`config.mk`:
```
export PLATFORM = sky130hd
export DESIGN_NAME = pdp8_panel_loader_flat
export DESIGN_NICKNAME = d
export VERILOG_FILES = /design/src/rtl/pdp8_panel_loader_if.sv /design/src/rtl/pdp8_panel_loader.sv /design/src/flat_wrapper.sv
export SDC_FILE = /design/constraint.sdc
export NUM_CORES = 1
export LEC_CHECK = 0
export BUFFER_PORTS_ARGS = -buffer_cell sky130_fd_sc_hd__buf_2
export CELL_PAD_IN_SITES_DETAIL_PLACEMENT = 0
export CELL_PAD_IN_SITES_GLOBAL_PLACEMENT = 1
export CORE_MARGIN = 1.5
export CORE_UTILIZATION = 43
export CTS_CLUSTER_SIZE = 10
export DETAILED_ROUTE_END_ITERATION = 10
export PLACE_DENSITY = 0.83
export SKIP_CTS_REPAIR_TIMING = 1
export SYNTH_ARGS = -nofsm -noshare
export SYNTH_HDL_FRONTEND = slang
export SYNTH_SLANG_ARGS = --single-unit
```
`constraint.sdc`:
```
create_clock -name clk -period 2.5 [get_ports clk]
set_input_delay 0.5 -clock clk [delete_from_list [all_inputs] [get_ports clk]]
set_output_delay 0.5 -clock clk [all_outputs]
set_load 0.05 [all_outputs]
```
`src/rtl/pdp8_panel_loader_if.sv`:
```
// Purpose: bundles the loader's image read port, start control and front-panel outputs.
// Latency: none, wiring only.
// Backpressure: none; img_data must follow img_addr by exactly one cycle.
interface pdp8_panel_loader_if;
    logic        start;
    logic [11:0] img_addr;
    logic [11:0] img_data;
    logic [12:0] sw;
    logic        btnd;
    logic        btnl;
    logic        busy;
    logic        done;
    logic [12:0] dep_count;

    // The loader drives the panel and the image address.
    modport master (
        input  start,
        input  img_data,
        output img_addr,
        output sw,
        output btnd,
        output btnl,
        output busy,
        output done,
        output dep_count
    );

    // Image memory and the PDP8 panel side.
    modport slave (
        output start,
        output img_data,
        input  img_addr,
        input  sw,
        input  btnd,
        input  btnl,
        input  busy,
        input  done,
        input  dep_count
    );
endinterface

```
`src/rtl/pdp8_panel_loader.sv`:
```
// Purpose: walks a program image and plays it into the PDP8 front panel (switches, Deposit, Load_PC), then sets PC and run.
// Latency: 2 cycles per word read, plus 3*HOLD_CYCLES per panel group (address, data, PC).
// Backpressure: none; start is ignored while busy. Define PANEL_SKIP_ZERO_EN to skip all-zero words.
module pdp8_panel_loader #(
    parameter int          HOLD_CYCLES = 10,       // legal 1..255
    parameter logic [11:0] START_PC    = 12'o0200,
    parameter logic [11:0] LAST_ADDR   = 12'o7777
) (
    input  logic                        clk,
    input  logic                        btnCpuReset,
    pdp8_panel_loader_if.master         bus
);

    typedef enum logic [3:0] {
        S_IDLE,
        S_READ,
        S_CHECK,
        S_ADDR_SET,
        S_ADDR_PRESS,
        S_ADDR_REL,
        S_DATA_SET,
        S_DATA_PRESS,
        S_DATA_REL,
        S_PC_SET,
        S_PC_PRESS,
        S_PC_REL,
        S_DONE
    } state_t;

    localparam logic [7:0] HOLD_LAST = 8'(HOLD_CYCLES - 1);

    state_t      state;
    logic [11:0] scan;
    logic [11:0] next_dep;
    logic        need_addr;
    logic [7:0]  phase_cnt;
    logic [11:0] data_q;

    logic [11:0] img_addr;
    logic [12:0] sw;
    logic        btnd;
    logic        btnl;
    logic        busy;
    logic        done;
    logic [12:0] dep_count;

    logic        phase_end;
    logic        skip_word;
    logic        at_last;

    assign phase_end = (phase_cnt == 8'd0);
    assign at_last   = (scan == LAST_ADDR);

`ifdef PANEL_SKIP_ZERO_EN
    // Empty words are not deposited; the next real word forces an address reload.
    assign skip_word = (bus.img_data == 12'o0000);
`else
    assign skip_word = 1'b0;
`endif

    assign bus.img_addr  = img_addr;
    assign bus.sw        = sw;
    assign bus.btnd      = btnd;
    assign bus.btnl      = btnl;
    assign bus.busy      = busy;
    assign bus.done      = done;
    assign bus.dep_count = dep_count;

    // Panel sequencer: every output is registered and updated on state entry/exit.
    always_ff @(posedge clk) begin
        if (!btnCpuReset) begin
            state     <= S_IDLE;
            scan      <= 12'd0;
            next_dep  <= 12'd0;
            need_addr <= 1'b1;
            phase_cnt <= 8'd0;
            data_q    <= 12'd0;
            img_addr  <= 12'd0;
            sw        <= 13'd0;
            btnd      <= 1'b0;
            btnl      <= 1'b0;
            busy      <= 1'b0;
            done      <= 1'b0;
            dep_count <= 13'd0;
        end else begin
            case (state)
                S_IDLE, S_DONE: begin
                    if (bus.start) begin
                        state     <= S_READ;
                        scan      <= 12'd0;
                        img_addr  <= 12'd0;
                        dep_count <= 13'd0;
                        sw        <= 13'd0;
                        need_addr <= 1'b1;
                        busy      <= 1'b1;
                        done      <= 1'b0;
                    end
                end

                S_READ: begin
                    state <= S_CHECK;
                end

                S_CHECK: begin
                    data_q <= bus.img_data;
                    if (skip_word) begin
                        need_addr <= 1'b1;
                        if (at_last) begin
                            state     <= S_PC_SET;
                            sw[11:0]  <= START_PC;
                            phase_cnt <= HOLD_LAST;
                        end else begin
                            state    <= S_READ;
                            scan     <= scan + 12'd1;
                            img_addr <= scan + 12'd1;
                        end
                    end else if (need_addr || (next_dep != scan)) begin
                        // The PDP8 deposit pointer is not at this word: reload it first.
                        state     <= S_ADDR_SET;
                        sw[11:0]  <= scan;
                        phase_cnt <= HOLD_LAST;
                    end else begin
                        state     <= S_DATA_SET;
                        sw[11:0]  <= bus.img_data;
                        phase_cnt <= HOLD_LAST;
                    end
                end

                S_ADDR_SET: begin
                    if (phase_end) begin
                        state     <= S_ADDR_PRESS;
                        btnl      <= 1'b1;
                        phase_cnt <= HOLD_LAST;
                    end else begin
                        phase_cnt <= phase_cnt - 8'd1;
                    end
                end

                S_ADDR_PRESS: begin
                    if (phase_end) begin
                        state     <= S_ADDR_REL;
                        btnl      <= 1'b0;
                        phase_cnt <= HOLD_LAST;
                    end else begin
                        phase_cnt <= phase_cnt - 8'd1;
                    end
                end

                S_ADDR_REL: begin
                    if (phase_end) begin
                        state     <= S_DATA_SET;
                        next_dep  <= scan;
                        need_addr <= 1'b0;
                        sw[11:0]  <= data_q;
                        phase_cnt <= HOLD_LAST;
                    end else begin
                        phase_cnt <= phase_cnt - 8'd1;
                    end
                end

                S_DATA_SET: begin
                    if (phase_end) begin
                        state     <= S_DATA_PRESS;
                        btnd      <= 1'b1;
                        phase_cnt <= HOLD_LAST;
                    end else begin
                        phase_cnt <= phase_cnt - 8'd1;
                    end
                end

                S_DATA_PRESS: begin
                    if (phase_end) begin
                        state     <= S_DATA_REL;
                        btnd      <= 1'b0;
                        phase_cnt <= HOLD_LAST;
                    end else begin
                        phase_cnt <= phase_cnt - 8'd1;
                    end
                end

                S_DATA_REL: begin
                    if (phase_end) begin
                        dep_count <= dep_count + 13'd1;
                        next_dep  <= next_dep + 12'd1;
                        if (at_last) begin
                            state     <= S_PC_SET;
                            sw[11:0]  <= START_PC;
                            phase_cnt <= HOLD_LAST;
                        end else begin
                            state    <= S_READ;
                            scan     <= scan + 12'd1;
                            img_addr <= scan + 12'd1;
                        end
                    end else begin
                        phase_cnt <= phase_cnt - 8'd1;
                    end
                end

                S_PC_SET: begin
                    if (phase_end) begin
                        state     <= S_PC_PRESS;
                        btnl      <= 1'b1;
                        phase_cnt <= HOLD_LAST;
                    end else begin
                        phase_cnt <= phase_cnt - 8'd1;
                    end
                end

                S_PC_PRESS: begin
                    if (phase_end) begin
                        state     <= S_PC_REL;
                        btnl      <= 1'b0;
                        phase_cnt <= HOLD_LAST;
                    end else begin
                        phase_cnt <= phase_cnt - 8'd1;
                    end
                end

                S_PC_REL: begin
                    if (phase_end) begin
                        state  <= S_DONE;
                        sw[12] <= 1'b1;
                        busy   <= 1'b0;
                        done   <= 1'b1;
                    end else begin
                        phase_cnt <= phase_cnt - 8'd1;
                    end
                end

                default: begin
                    state <= S_IDLE;
                    busy  <= 1'b0;
                    done  <= 1'b0;
                    btnd  <= 1'b0;
                    btnl  <= 1'b0;
                end
            endcase
        end
    end

endmodule
```
`src/flat_wrapper.sv`:
```
// flat-port wrapper written by rule: the top's interface ports become plain ports
module pdp8_panel_loader_flat 
#(
    parameter int          HOLD_CYCLES = 10,                      
    parameter logic [11:0] START_PC    = 12'o0200,
    parameter logic [11:0] LAST_ADDR   = 12'o7777
)
  (clk, btnCpuReset, bus_start, bus_img_data, bus_img_addr, bus_sw, bus_btnd, bus_btnl, bus_busy, bus_done, bus_dep_count);
  pdp8_panel_loader_if bus_i ();
  input  logic clk;
  input  logic btnCpuReset;
  input wire logic [$bits(bus_i.start)-1:0] bus_start;
  input wire logic [$bits(bus_i.img_data)-1:0] bus_img_data;
  output wire logic [$bits(bus_i.img_addr)-1:0] bus_img_addr;
  output wire logic [$bits(bus_i.sw)-1:0] bus_sw;
  output wire logic [$bits(bus_i.btnd)-1:0] bus_btnd;
  output wire logic [$bits(bus_i.btnl)-1:0] bus_btnl;
  output wire logic [$bits(bus_i.busy)-1:0] bus_busy;
  output wire logic [$bits(bus_i.done)-1:0] bus_done;
  output wire logic [$bits(bus_i.dep_count)-1:0] bus_dep_count;
  assign bus_i.start = bus_start;
  assign bus_i.img_data = bus_img_data;
  assign bus_img_addr = bus_i.img_addr;
  assign bus_sw = bus_i.sw;
  assign bus_btnd = bus_i.btnd;
  assign bus_btnl = bus_i.btnl;
  assign bus_busy = bus_i.busy;
  assign bus_done = bus_i.done;
  assign bus_dep_count = bus_i.dep_count;
  pdp8_panel_loader #(.HOLD_CYCLES(HOLD_CYCLES), .START_PC(START_PC), .LAST_ADDR(LAST_ADDR)) u_core (.clk(clk), .btnCpuReset(btnCpuReset), .bus(bus_i));
endmodule
```
; Word level (Yosys, flattened, before mapping)
; Index checks and enable logic that the tools add are counted.
[totals]
regBits = 79
[classes]
addsub = 4
eq_ne = 30
muxes = 43
bitwise_logic = 3
n_reduce_logical = 27
[ops]
columns = cell, n
row1 = two-way mux 12 bit, 9
row2 = one-hot mux 12 bit (2 select lines), 2
row3 = one-hot mux 12 bit (4 select lines), 1
row4 = one-hot mux 4 bit (12 select lines), 1
row5 = two-way mux 4 bit, 11
row6 = two-way mux 8 bit, 4
row7 = one-hot mux 8 bit (4 select lines), 1
row8 = two-way mux 13 bit, 2
row9 = one-hot mux 13 bit (2 select lines), 1
row10 = "adder 12 x 1 -> 12 bit, second input constant", 2
row11 = "!= test 2 x 1 -> 1 bit, second input constant", 12
row12 = AND reduction 3 bit, 8
row13 = "equality test 4 bit, second input constant", 5
row14 = "equality test 4 x 3 -> 1 bit, second input constant", 4
row15 = "adder 13 x 1 -> 13 bit, second input constant", 1
row16 = "equality test 12 bit, second input constant", 1
row17 = != test 12 bit, 1
row18 = one-hot mux 1 bit (3 select lines), 4
row19 = OR reduction 11 bit, 1
row20 = AND reduction 10 bit, 1
row21 = OR reduction 10 bit, 1
row22 = OR reduction 9 bit, 1
row23 = "equality test 4 x 2 -> 1 bit, second input constant", 2
row24 = logical NOT 8 bit, 1
row25 = other kinds (16), 30

; Logic depth before layout (Yosys ltp)
[logic_depth]
word_depth = 4
ltp_mapped = 9
ltp_nobuf = 8

; Least setup slack after synthesis
; Ideal clock, no wire load.
[synth_timing]
path_kind = reg2reg
startpoint = register u_core.scan[1]
endpoint = register u_core.sw[0] (netlist: u_core.bus.sw[0])
setup_time_ns = 0.125
t_arrival_ns = 2.309
required_ns = 2.375
setup_slack_ns = 0.065
path_stages_with_launch = 9
period_less_slack_ns = 2.435
cell_sequence = dfxtp_1 ha_1 nand3_1 or4_4 nand2_1 nand3_1 clkbuf_1 a222oi_1 nor2b_1
[synth_between]
elab_chain_cells = 4
elab_cells_between_ends = 7
[synth_lines]
columns = item, line_no
row1 = start: declaration, pdp8_panel_loader.sv:33  ; logic [11:0] scan;
row2 = start signal: assignment, pdp8_panel_loader.sv:114  ; scan <= scan + 12'd1;
row3 = start signal: assignment, pdp8_panel_loader.sv:191  ; scan <= scan + 12'd1;
row4 = != test 12 bit, pdp8_panel_loader.sv:117  ; end else if (need_addr || (next_dep != scan)) begin
row5 = logical OR 1 bit, pdp8_panel_loader.sv:117
row6 = two-way mux 12 bit, pdp8_panel_loader.sv:117
row7 = one-hot mux 12 bit (4 select lines), pdp8_panel_loader.sv:86  ; case (state)
row8 = end signal: assignment, pdp8_panel_loader.sv:120  ; sw[11:0] <= scan;
row9 = end signal: assignment, pdp8_panel_loader.sv:124  ; sw[11:0] <= bus.img_data;
row10 = end signal: assignment, pdp8_panel_loader.sv:154  ; sw[11:0] <= data_q;
row11 = end: declaration, pdp8_panel_loader.sv:40  ; logic [12:0] sw;
; Parallel ways exist; a longest one is shown, timed or not.
; A chain may end at the register's enable or synchronous reset.

; Final worst setup path
[layout_timing]
startpoint = register u_core.phase_cnt[0]
endpoint = register u_core.phase_cnt[0]
[layout_between]
elab_chain_cells = 3
elab_cells_between_ends = 9
[layout_lines]
columns = item, line_no
row1 = start: declaration, pdp8_panel_loader.sv:36  ; logic [7:0] phase_cnt;
row2 = start signal: assignment, pdp8_panel_loader.sv:135  ; phase_cnt <= phase_cnt - 8'd1;
row3 = start signal: assignment, pdp8_panel_loader.sv:145  ; phase_cnt <= phase_cnt - 8'd1;
row4 = start signal: assignment, pdp8_panel_loader.sv:157  ; phase_cnt <= phase_cnt - 8'd1;
row5 = subtractor 8 x 1 -> 8 bit / logical NOT 8 bit (equally long branches), -
row6 = two-way mux 8 bit (tied with other cells), pdp8_panel_loader.sv:220  ; if (phase_end) begin
row7 = one-hot mux 8 bit (4 select lines) / AND reduction 3 bit (equally long branches), -
; Parallel ways exist; a longest one is shown, timed or not. The select of a mux whose other input is x is not followed.

==> key figures <==
Global routing
  • Gr usage total: 0.2157
  • GRT met1 Usage: 0.2966
  • Met3 usage: 0.04203
  • Pin count of the biggest net entering global routing: 35
  • Gr ovfl total: 0
  • Global-route wire length before repair: 18.03 mm
  • Most used routing layer: met2
  • Vias in the first global route: 3,630
  • GR Util met2: 0.3477
  • Initial antenna violation count: 0

Synth
  • Register area share after synthesis: 0.3672
  • Syn Std Cell Area: 0.004307 mm²
  • Ys Warns: 0
  • Count of cell types in the netlist: 69
  • Cells after Synth: 513
  • Number of enable flip-flop cells after synthesis: 0
  • Top FF cell, synth: dfxtp_1
  • Async S/R FF share, synth: 0
  • Syn_nets: 532
  • Avg Inst Size Synth: 8.395 µm²
  • Synth Register Bits: 79

Die
  • Starting Density: 0.4426
  • I/O pins: 57
  • Die height: 103.1 µm
  • Chip width: 103.1 µm
  • Die area: 0.01062 mm²
  • Core area: 0.009729 mm²
  • Cell row count: 36

Timing
  • Crit share post-route: 0.9384
  • Hold Fails Final Rpt: 0
  • Setup TNS after final layout: 0 ns
  • Clock Skews: 0.01394 ns
  • RSZ-0062 raised after global routing: false
  • Achievable Freq: 0.4263 GHz
  • Tightest Pin Transition: 0.6010 ns
  • Post-layout min period: 2.346 ns
  • Max-slew headroom: 0.5976
  • Final Setup Violations: 0
  • Max-slew violations: 0

Critical path
  • Crit. End Element: flip-flop
  • CP Class: reg -> reg
  • Reg-to-reg startpoint: u_core.phase_cnt[0]
  • CP Data Required Time: 2.75 ns
  • CP startpoint: u_core.phase_cnt[0]
  • Worst setup SP type: flip-flop
  • Max FO, Critical Path: 12
  • WP data arrival: 2.60 ns
  • Reg2Reg Depth: 10

Power
  • Tot Pwr: 3634 µW
  • Power Dens Cells: 709.2 mW/mm²
  • Max VDD drop: 0.3210 mV
  • Lkg Pwr: 0.002096 µW

Drt
  • DRT antenna net count: 0
  • Routed WL: 11.23 mm
  • Avg WL per Cell: 15.58 µm
  • DR pass1 iterations: 5
  • Drc violations: 0
  • Via count: 4,016
  • Iter 0 DRT Violations: 278
  • Via-to-Cell Ratio: 5.570

Cells and area
  • Final Core Density: 0.5266
  • Fill cell count: 945
  • Most frequent cells in the layout: dfxtp_1, nand2_1, buf_2
  • # diodes: 0
  • Finished Cell Area: 0.005124 mm²
  • Area of the multi-input gates: 0.002515 mm²
  • Layout cell share with drive strength beyond 1: 0.2466
  • Area grow syn2layout: 18.97%
  • Reg area: 0.001582 mm²
  • Final Net Count: 602
  • Most common cell after layout, fill and taps aside: dfxtp_1

Outcome
  • Outcome: finished, final reports clean

Min path
  • Hold Path Stages: 3
  • Hold WC Path Type: in -> reg
  • Critical hold path startpoint: bus_img_data[2]

Clock network
  • CTS root buf: clkbuf_8
  • CTS tree: done
  • CTS H-tree lvls: 3
  • Worst-path clk slew: 0.09 ns
  • Clock Latency Late Sink: 0.35 ns
  • Clk sinks: 79
  • CTS buffer count: 9
  • Clock Path Buffers: 2

Placement
  • Routability cong.: 0.9122
  • Detail Placement HPWL: 8.022 mm
  • PortBufs: 56
  • DP Area: 0.004871 mm²

Flow run
  • Max Cap Viol: 0
-- final timing paths --
kind | slack (ns) | end
setup / recovery | 0.15 | u_core.phase_cnt[0]
hold reg to reg | 0.47 | u_core.bus.busy
setup reg to reg | 0.15 | u_core.phase_cnt[0]
hold / removal | 0.41 | u_core.data_q[2]
-- final cells by class --
class                      instances  area share
clock inverter                     5     0.02027
multi-input combinational        388      0.4908
sequential                        79      0.3087
clock buffer                      11     0.02759
tap                              133     0.03248
timing repair buffer              93      0.1114
inverter                          12    0.008791
-- synth_stat cells, drive strengths merged (5+ instances only) --
| library cell | instances | area (µm²) |
|---|---|---|
| a21oi | 29 | 160.2 |
| a21boi | 24 | 180.2 |
| o211a | 5 | 50.05 |
| nor2 | 50 | 192.7 |
| a222oi | 11 | 110.1 |
| dfxtp | 79 | 1582 |
| nor2b | 18 | 112.6 |
| xnor2 | 15 | 131.4 |
| mux2 | 11 | 123.9 |
| nor3 | 17 | 116.4 |
| inv | 12 | 45.04 |
| or3 | 5 | 33.78 |
| clkbuf | 18 | 67.56 |
| buf | 16 | 105.1 |
| nand4 | 5 | 37.53 |
| xor2 | 21 | 183.9 |
| o21ai | 24 | 120.1 |
| nand3 | 19 | 95.09 |
| nand2 | 65 | 244.0 |
-- registers in the layout (all words and copies together), names as in the netlist --
signal / count
u_core.bus.btnl: 1
u_core.next_dep: 12
u_core.bus.sw: 13
u_core.state: 4
u_core.scan: 12
u_core.data_q: 12
u_core.need_addr: 1
u_core.phase_cnt: 8
u_core.bus.dep_count: 13
u_core.bus.done: 1
u_core.bus.btnd: 1
u_core.bus.busy: 1
-- routing by layer --
layer,vias up,wire length [µm]
met5,-,0
met4,0,119
met3,14,664
met2,137,5254
met1,1893,5193
li1,1972,-
-- metrics by stage --
stage | cells | worst slack, ns | hold slack, ns
4_1_cts | 721 | 0.1141 | 0.3971
3_3_place_gp | 705 | 0.1959 | 0.4497
3_5_place_dp | 705 | 0.1416 | 0.4585
6_report | 721 | 0.1540 | 0.4117
5_1_grt | 721 | 0.03285 | 0.4087
2_1_floorplan | 513 | 0.06530 | 0.4431
-- critical path, stage by stage (launching register included) --
cell     delay (ns)
dfxtp_1        0.34
inv_1          0.07
ha_1           0.22
or4b_4         0.52
nor2_1         0.21
buf_12         0.17
a41oi_1        0.13
o21ai_1        0.15
buf_4          0.17
inv_1          0.07
o211a_1        0.20
-- cell families after synthesis --
family	share of synthesized area
buffers and inverters	0.05055
adders and majority gates	0.01162
AOI/OAI and AO/OA	0.2063
DFF	0.3672
xor gates and xnor gates	0.07322
muxes	0.03109
and+or+nand+nor	0.2600
-- report_power, final --
| group | leakage [µW] | switching [µW] | total (µW) | internal [µW] |
|---|---|---|---|---|
| logic | 0.00133 | 668 | 1060 | 390 |
| registers | 0.000639 | 69.7 | 1400 | 1330 |
| clock network | 0.000124 | 478 | 1170 | 694 |
No activity file was read; power rests on OpenSTA's default activity.
